==> src/rtl/alu_pkg.sv <==
`default_nettype none
// ============================================================================
// Module      : alu_pkg
// Description : Shared definitions for the sequential chunked ALU: operation
//               encodings and the controller state encoding.
// Ports       : none (package)
// Revision    : 1.0 - initial release
// ============================================================================
package alu_pkg;

    // Operation encodings carried on the 2-bit op field
    typedef logic [1:0] op_t;
    localparam op_t OP_AND = 2'b00;
    localparam op_t OP_OR  = 2'b01;
    localparam op_t OP_ADD = 2'b10;
    localparam op_t OP_SUB = 2'b11;

    // Controller states
    typedef logic [1:0] state_t;
    localparam state_t S_IDLE = 2'd0;
    localparam state_t S_RUN  = 2'd1;
    localparam state_t S_DONE = 2'd2;

    // True for the two arithmetic operations
    function automatic logic is_arith(input op_t op);
        return (op == OP_ADD) || (op == OP_SUB);
    endfunction

endpackage : alu_pkg
`default_nettype wire

==> src/rtl/alu_seq_if.sv <==
`default_nettype none
// ============================================================================
// Module      : alu_seq_if
// Description : Request/response bundle of the sequential ALU.
//               Request : op, i0, i1, in_valid / in_ready
//               Response: o, cout, zero, ovf, out_valid / out_ready
//               master = requester/consumer, slave = the ALU.
// Revision    : 1.0 - initial release
// ============================================================================
interface alu_seq_if #(
    parameter int WIDTH = 16
);
    logic [1:0]       op;
    logic [WIDTH-1:0] i0;
    logic [WIDTH-1:0] i1;
    logic             in_valid;
    logic             in_ready;
    logic [WIDTH-1:0] o;
    logic             cout;
    logic             zero;
    logic             ovf;
    logic             out_valid;
    logic             out_ready;

    modport master (
        output op, i0, i1, in_valid, out_ready,
        input  in_ready, o, cout, zero, ovf, out_valid
    );

    modport slave (
        input  op, i0, i1, in_valid, out_ready,
        output in_ready, o, cout, zero, ovf, out_valid
    );
endinterface : alu_seq_if
`default_nettype wire

==> src/rtl/alu_chunk.sv <==
`default_nettype none
// ============================================================================
// Module      : alu_chunk
// Description : Purely combinational CHUNK-bit ALU slice.
// Ports       : op_i   - operation (alu_pkg encodings)
//               a_i    - slice of first operand
//               b_i    - slice of second operand (inverted here for SUB)
//               cin_i  - carry into bit 0 of the slice
//               s_o    - slice result
//               cout_o - carry out of the slice top bit (0 for logic ops)
//               ctop_o - carry into the slice top bit (0 for logic ops)
// Revision    : 1.0 - initial release
// ============================================================================
module alu_chunk
    import alu_pkg::*;
#(
    parameter int CHUNK = 4
) (
    input  wire logic [1:0]       op_i,
    input  wire logic [CHUNK-1:0] a_i,
    input  wire logic [CHUNK-1:0] b_i,
    input  wire logic             cin_i,
    output logic      [CHUNK-1:0] s_o,
    output logic                  cout_o,
    output logic                  ctop_o
);

    logic [CHUNK-1:0] w_b;
    logic [CHUNK:0]   w_sum;

    always_comb begin
        w_b    = (op_i == OP_SUB) ? ~b_i : b_i;
        w_sum  = {1'b0, a_i} + {1'b0, w_b} + {{CHUNK{1'b0}}, cin_i};
        s_o    = '0;
        cout_o = 1'b0;
        ctop_o = 1'b0;
        case (op_i)
            OP_AND: s_o = a_i & b_i;
            OP_OR:  s_o = a_i | b_i;
            default: begin
                s_o    = w_sum[CHUNK-1:0];
                cout_o = w_sum[CHUNK];
                // Sum bit = a ^ b ^ carry-in, so the carry entering the top
                // bit falls out of the top sum bit without a second adder.
                ctop_o = w_sum[CHUNK-1] ^ a_i[CHUNK-1] ^ w_b[CHUNK-1];
            end
        endcase
    end

endmodule : alu_chunk
`default_nettype wire

==> src/rtl/alu_seq.sv <==
`default_nettype none
// ============================================================================
// Module      : alu_seq
// Description : Sequential ALU processing CHUNK bits per cycle through one
//               time-multiplexed alu_chunk slice. Accepts a request in IDLE,
//               spends WIDTH/CHUNK cycles in RUN, then presents the result in
//               DONE until the consumer takes it.
// Ports       : clk - clock, rising edge
//               rst - synchronous active-high reset
//               bus - alu_seq_if.slave (request and response handshakes)
// Revision    : 1.0 - initial release
// ============================================================================
module alu_seq
    import alu_pkg::*;
#(
    parameter int WIDTH = 16,
    parameter int CHUNK = 4
) (
    input wire logic   clk,
    input wire logic   rst,
    alu_seq_if.slave   bus
);

    localparam int N     = (CHUNK >= 1) ? (WIDTH / CHUNK) : 1;
    localparam int IDX_W = (N > 1) ? $clog2(N) : 1;
    localparam logic [IDX_W-1:0] LAST_IDX = IDX_W'(N - 1);

    generate
        if ((CHUNK < 1) || (CHUNK > WIDTH) ||
            (((CHUNK >= 1) ? (WIDTH % CHUNK) : 1) != 0)) begin : g_param_check
            $error("alu_seq: illegal WIDTH/CHUNK combination");
        end
    endgenerate

    state_t           state_q,  state_d;
    logic [1:0]       op_q,     op_d;
    logic [WIDTH-1:0] a_q,      a_d;
    logic [WIDTH-1:0] b_q,      b_d;
    logic [IDX_W-1:0] idx_q,    idx_d;
    logic             carry_q,  carry_d;
    logic [WIDTH-1:0] result_q, result_d;
    logic             cout_q,   cout_d;
    logic             zero_q,   zero_d;
    logic             ovf_q,    ovf_d;

    logic [CHUNK-1:0] w_a_slice;
    logic [CHUNK-1:0] w_b_slice;
    logic [CHUNK-1:0] w_s;
    logic             w_cout;
    logic             w_ctop;

    assign w_a_slice = a_q[idx_q*CHUNK +: CHUNK];
    assign w_b_slice = b_q[idx_q*CHUNK +: CHUNK];

    alu_chunk #(
        .CHUNK (CHUNK)
    ) u_chunk (
        .op_i   (op_q),
        .a_i    (w_a_slice),
        .b_i    (w_b_slice),
        .cin_i  (carry_q),
        .s_o    (w_s),
        .cout_o (w_cout),
        .ctop_o (w_ctop)
    );

    always_comb begin
        state_d  = state_q;
        op_d     = op_q;
        a_d      = a_q;
        b_d      = b_q;
        idx_d    = idx_q;
        carry_d  = carry_q;
        result_d = result_q;
        cout_d   = cout_q;
        zero_d   = zero_q;
        ovf_d    = ovf_q;

        case (state_q)
            S_IDLE: begin
                if (bus.in_valid) begin
                    op_d    = bus.op;
                    a_d     = bus.i0;
                    b_d     = bus.i1;
                    idx_d   = '0;
                    // SUB is a + ~b + 1: the +1 enters as the initial carry
                    carry_d = (bus.op == OP_SUB);
                    state_d = S_RUN;
                end
            end
            S_RUN: begin
                result_d[idx_q*CHUNK +: CHUNK] = w_s;
                carry_d = w_cout;
                if (idx_q == LAST_IDX) begin
                    // Flags are frozen here so they stay stable throughout DONE
                    cout_d  = is_arith(op_q) & w_cout;
                    ovf_d   = is_arith(op_q) & (w_ctop ^ w_cout);
                    zero_d  = (result_d == '0);
                    state_d = S_DONE;
                end else begin
                    idx_d = idx_q + 1'b1;
                end
            end
            S_DONE: begin
                if (bus.out_ready) begin
                    state_d = S_IDLE;
                end
            end
            default: state_d = S_IDLE;
        endcase
    end

    always_ff @(posedge clk) begin
        if (rst) begin
            state_q  <= S_IDLE;
            op_q     <= OP_AND;
            a_q      <= '0;
            b_q      <= '0;
            idx_q    <= '0;
            carry_q  <= 1'b0;
            result_q <= '0;
            cout_q   <= 1'b0;
            zero_q   <= 1'b0;
            ovf_q    <= 1'b0;
        end else begin
            state_q  <= state_d;
            op_q     <= op_d;
            a_q      <= a_d;
            b_q      <= b_d;
            idx_q    <= idx_d;
            carry_q  <= carry_d;
            result_q <= result_d;
            cout_q   <= cout_d;
            zero_q   <= zero_d;
            ovf_q    <= ovf_d;
        end
    end

    assign bus.in_ready  = (state_q == S_IDLE);
    assign bus.out_valid = (state_q == S_DONE);
    assign bus.o         = result_q;
    assign bus.cout      = cout_q;
    assign bus.zero      = zero_q;
    assign bus.ovf       = ovf_q;

endmodule : alu_seq
`default_nettype wire

==> src/flat_wrapper.sv <==
// flat-port wrapper written by rule: the top's interface ports become plain ports
module alu_seq_flat import alu_pkg::*;
#(
    parameter int WIDTH = 16,
    parameter int CHUNK = 4
)
  (clk, rst, bus_op, bus_i0, bus_i1, bus_in_valid, bus_out_ready, bus_in_ready, bus_o, bus_cout, bus_zero, bus_ovf, bus_out_valid);
  alu_seq_if #(.WIDTH(WIDTH)) bus_i ();
  input wire logic clk;
  input wire logic rst;
  input wire logic [$bits(bus_i.op)-1:0] bus_op;
  input wire logic [$bits(bus_i.i0)-1:0] bus_i0;
  input wire logic [$bits(bus_i.i1)-1:0] bus_i1;
  input wire logic [$bits(bus_i.in_valid)-1:0] bus_in_valid;
  input wire logic [$bits(bus_i.out_ready)-1:0] bus_out_ready;
  output wire logic [$bits(bus_i.in_ready)-1:0] bus_in_ready;
  output wire logic [$bits(bus_i.o)-1:0] bus_o;
  output wire logic [$bits(bus_i.cout)-1:0] bus_cout;
  output wire logic [$bits(bus_i.zero)-1:0] bus_zero;
  output wire logic [$bits(bus_i.ovf)-1:0] bus_ovf;
  output wire logic [$bits(bus_i.out_valid)-1:0] bus_out_valid;
  assign bus_i.op = bus_op;
  assign bus_i.i0 = bus_i0;
  assign bus_i.i1 = bus_i1;
  assign bus_i.in_valid = bus_in_valid;
  assign bus_i.out_ready = bus_out_ready;
  assign bus_in_ready = bus_i.in_ready;
  assign bus_o = bus_i.o;
  assign bus_cout = bus_i.cout;
  assign bus_zero = bus_i.zero;
  assign bus_ovf = bus_i.ovf;
  assign bus_out_valid = bus_i.out_valid;
  alu_seq #(.WIDTH(WIDTH), .CHUNK(CHUNK)) u_core (.clk(clk), .rst(rst), .bus(bus_i));
endmodule
==> config.mk <==
export PLATFORM = sky130hd
export DESIGN_NAME = alu_seq_flat
export DESIGN_NICKNAME = d
export VERILOG_FILES = /design/src/rtl/alu_pkg.sv /design/src/rtl/alu_seq_if.sv /design/src/rtl/alu_chunk.sv /design/src/rtl/alu_seq.sv /design/src/flat_wrapper.sv
export SDC_FILE = /design/constraint.sdc
export NUM_CORES = 1
export LEC_CHECK = 0
export ABC_AREA = 1
export BUFFER_PORTS_ARGS = -buffer_cell sky130_fd_sc_hd__buf_4
export CORE_UTILIZATION = 55
export CTS_CLUSTER_SIZE = 40
export DETAILED_ROUTE_END_ITERATION = 16
export HOLD_SLACK_MARGIN = 0.1
export PLACE_DENSITY = 0.87
export SETUP_SLACK_MARGIN = 0.2
export SKIP_LAST_GASP = 1
export SYNTH_ARGS = -nofsm -noshare
export SYNTH_HDL_FRONTEND = slang
export SYNTH_SLANG_ARGS = --single-unit
==> constraint.sdc <==
create_clock -name clk -period 3.9 [get_ports clk]
set_clock_uncertainty 0.05 [all_clocks]
set_input_delay 0.585 -clock clk [delete_from_list [all_inputs] [get_ports clk]]
set_output_delay 0.585 -clock clk [all_outputs]
set_load 0.02 [all_outputs]
==> impl_metrics.json <==
{
  "status": "finished clean",
  "numCtsBuffers": 9,
  "drt-total-wl_um": 7300,
  "finalMaxSlewViolations": 0,
  "cts_num_sinks": 58,
  "fin_cells": 592,
  "ir_drop_mv": 0.278,
  "async_reset_ff_share_pct": 0,
  "cts_resized": 0,
  "fillers": 476,
  "synth.largest_area_cell": "dfxtp_1",
  "synth_top_cells_by_area": "dfxtp_1 (37%), nor2_1 (13%), nand2_1 (11%), o21ai_0 (6.1%), inv_1 (4.9%)",
  "cp_max_fo": 12,
  "final_nets": 567,
  "synth.distinct_cells": 35,
  "hold_path.class": "reg2reg",
  "drc_errors": 0,
  "drtAntennaViolNets": 0,
  "ys.flop_type": "dfxtp_1",
  "ios": 59,
  "die_h_um": 77.3,
  "antenna_found_initial": 0,
  "overflow": 0,
  "required_ns": 4.12,
  "setup_viol": 0,
  "yosysWarningCount": 0,
  "total_power_mw": 1.55,
  "via_per_inst": 5.20,
  "track_usage_pct": 26.3,
  "arrival_ns": 3.39,
  "hold_viol_final": 0,
  "worst_pin_slew_ns": 0.974,
  "dpl.hpwl_um": 5300,
  "gp_congestion": 0.938,
  "cts-htree-levels": 3,
  "syn_inst": 466,
  "ctsLongestPathBuffers": 2,
  "core_um2": 5470,
  "synth_common_cells": "nor2_1 (104), nand2_1 (89), dfxtp_1 (58)",
  "max_cap_viol_count": 0,
  "syn_nets": 516,
  "grt_pass1_wl_um": 12600,
  "antennaDiodeCount": 0,
  "avgSynthCellArea_um2": 6.69,
  "setup_tns_ns": 0,
  "slew_headroom_pct": 35.0,
  "r2r_slack_ns": 0.73,
  "yosysMostFrequentCell": "nor2_1",
  "clock.fmax_mhz": 315,
  "tritoncts": "done",
  "dieArea_um2": 5970,
  "placed_cells_incl_taps": 578,
  "ys_ff_latch": 58,
  "clkLatencyLatePin_ns": 0.33,
  "cellLeakagePower_nw": 1.84,
  "die_w_um": 77.3,
  "numPortBuffers": 58,
  "period_minus_slack_ns": 3.17,
  "rows": 27,
  "synth_seq_area_share_pct": 37.3,
  "cts_setup_buffers": 0,
  "drive_gt1_share_pct": 18.3,
  "finalCritPeriodShare_pct": 81.4,
  "path_class": "reg2reg",
  "startpoint_type": "flip-flop",
  "synth-edff-count": 0,
  "grt_pass1_vias": 2847,
  "initial_core_util_pct": 56.9,
  "root_buffer": "clkbuf_8",
  "first_iter_violations": 265,
  "grt_max_degree": 42,
  "drtPass1Iterations": 5,
  "powerDensity_nw_per_um2": 415,
  "post_drt_wl_per_cell_um": 12.3,
  "synth_top_cell_area_share_pct": 37.3,
  "area_growth_pct": 19.8,
  "vias": 3079,
  "ctsHoldBuffers": 0,
  "synth_area_um2": 3120,
  "critPathCaptureType": "flip-flop",
  "clk_pin_slew_worst_paths_ns": 0.06,
  "rsz0062_at_grt": "false"
}
state kept, by name, summed over array words and instances, names as in the netlist, 2 cells and up:
name and flops:
u_core.op_q 2, u_core.a_q 16, u_core.b_q 16, u_core.state_q 2, u_core.bus.o 16, u_core.idx_q 2
worst paths after layout:
| check | start | endpoint | depth (start not counted) |
|---|---|---|---|
| hold reg to reg | u_core.a_q[1] | u_core.a_q[1] | 2 |
| setup reg to reg | u_core.idx_q[1] | u_core.bus.zero | 15 |
| hold / removal | u_core.a_q[1] | u_core.a_q[1] | 2 |
| setup / recovery | u_core.idx_q[1] | u_core.bus.zero | 15 |
layout by cell type, fill, tap and decap left out, drive strengths merged:
cell type | netlist | final
a211oi | 1 | 1
a21oi | 14 | 14
a221oi | 1 | 1
and3 | 1 | 1
buf | 7 | 62
bufinv | 0 | 1
clkbuf | 15 | 10
clkinv | 2 | 5
dfxtp | 58 | 58
fa | 2 | 2
ha | 10 | 10
inv | 48 | 48
nand2 | 95 | 95
nand3 | 25 | 25
nand3b | 2 | 2
nand4 | 8 | 8
nor2 | 105 | 105
nor4 | 1 | 1
o211ai | 7 | 7
o21a | 1 | 1
o21ai | 53 | 53
o21bai | 1 | 1
or2 | 1 | 1
xnor2 | 2 | 2
xor2 | 6 | 6
worst max-delay path, cell delays in order (launching register included):
cell and delay [ns]:
dfxtp_1 0.58, clkinv_2 0.29, nand2_1 0.13, o21ai_1 0.09, xor2_1 0.17, fa_1 0.38
inv_2 0.07, fa_1 0.39, or2_2 0.33, nand4_1 0.14, o21ai_1 0.10, nor2_1 0.09
nand2_1 0.05, nor2_1 0.08, nand2_1 0.07, a21oi_2 0.10
cells by family after synthesis:
kind of cell               share of synthesized area, %
xor gates and xnor gates                           2.25
DFF                                                37.3
buffers and inverters                              9.72
and+or+nand+nor                                    31.9
AOI/OAI and AO/OA                                  13.6
adders and majority gates                          5.30
power by group:
group	internal, mW	switching, mW	leakage [nW]	total [mW]
clock	0.284	0.216	0.0918	0.500
sequential	0.640	0.0339	0.479	0.674
combinational	0.149	0.225	1.27	0.374
layer usage:
layer | routed length, µm | track usage (%) | part of all wire, % | up-vias
met2 | 3420 | 42.7 | 47 | 110
met3 | 447 | 5.95 | 6.1 | 9
met1 | 3340 | 33.8 | 46 | 1383
met5 | 0 | 0 | 0 | -
li1 | - | - | - | 1577
met4 | 89 | 10.2 | 1.2 | 0
through the flow:
| stage | worst slack, ns | area, µm² | utilization [%] | hold slack [ns] |
|---|---|---|---|---|
| floorplan | 1.10 | 3120 | - | 0.380 |
| finish | 0.726 | 3730 | 68.2 | 0.417 |
| detailed placement | 0.760 | 3560 | 65.0 | 0.414 |
| CTS | 0.742 | 3730 | 68.2 | 0.425 |
| global placement | 0.848 | 3560 | 65.0 | 0.408 |
| global route | 0.444 | 3730 | 68.2 | 0.448 |
area by class of cell:
cell class,instances,area (µm²),area share [%]
Multi-Input combinational cell,336,1650,44.3
Sequential cell,58,1160,31.1
Timing Repair Buffer,62,465,12.5
Inverter,50,191,5.13
Clock buffer,10,128,3.42
Tap cell,72,90.1,2.41
Clock inverter,4,45.0,1.21
(Power assumes the default switching activity.)
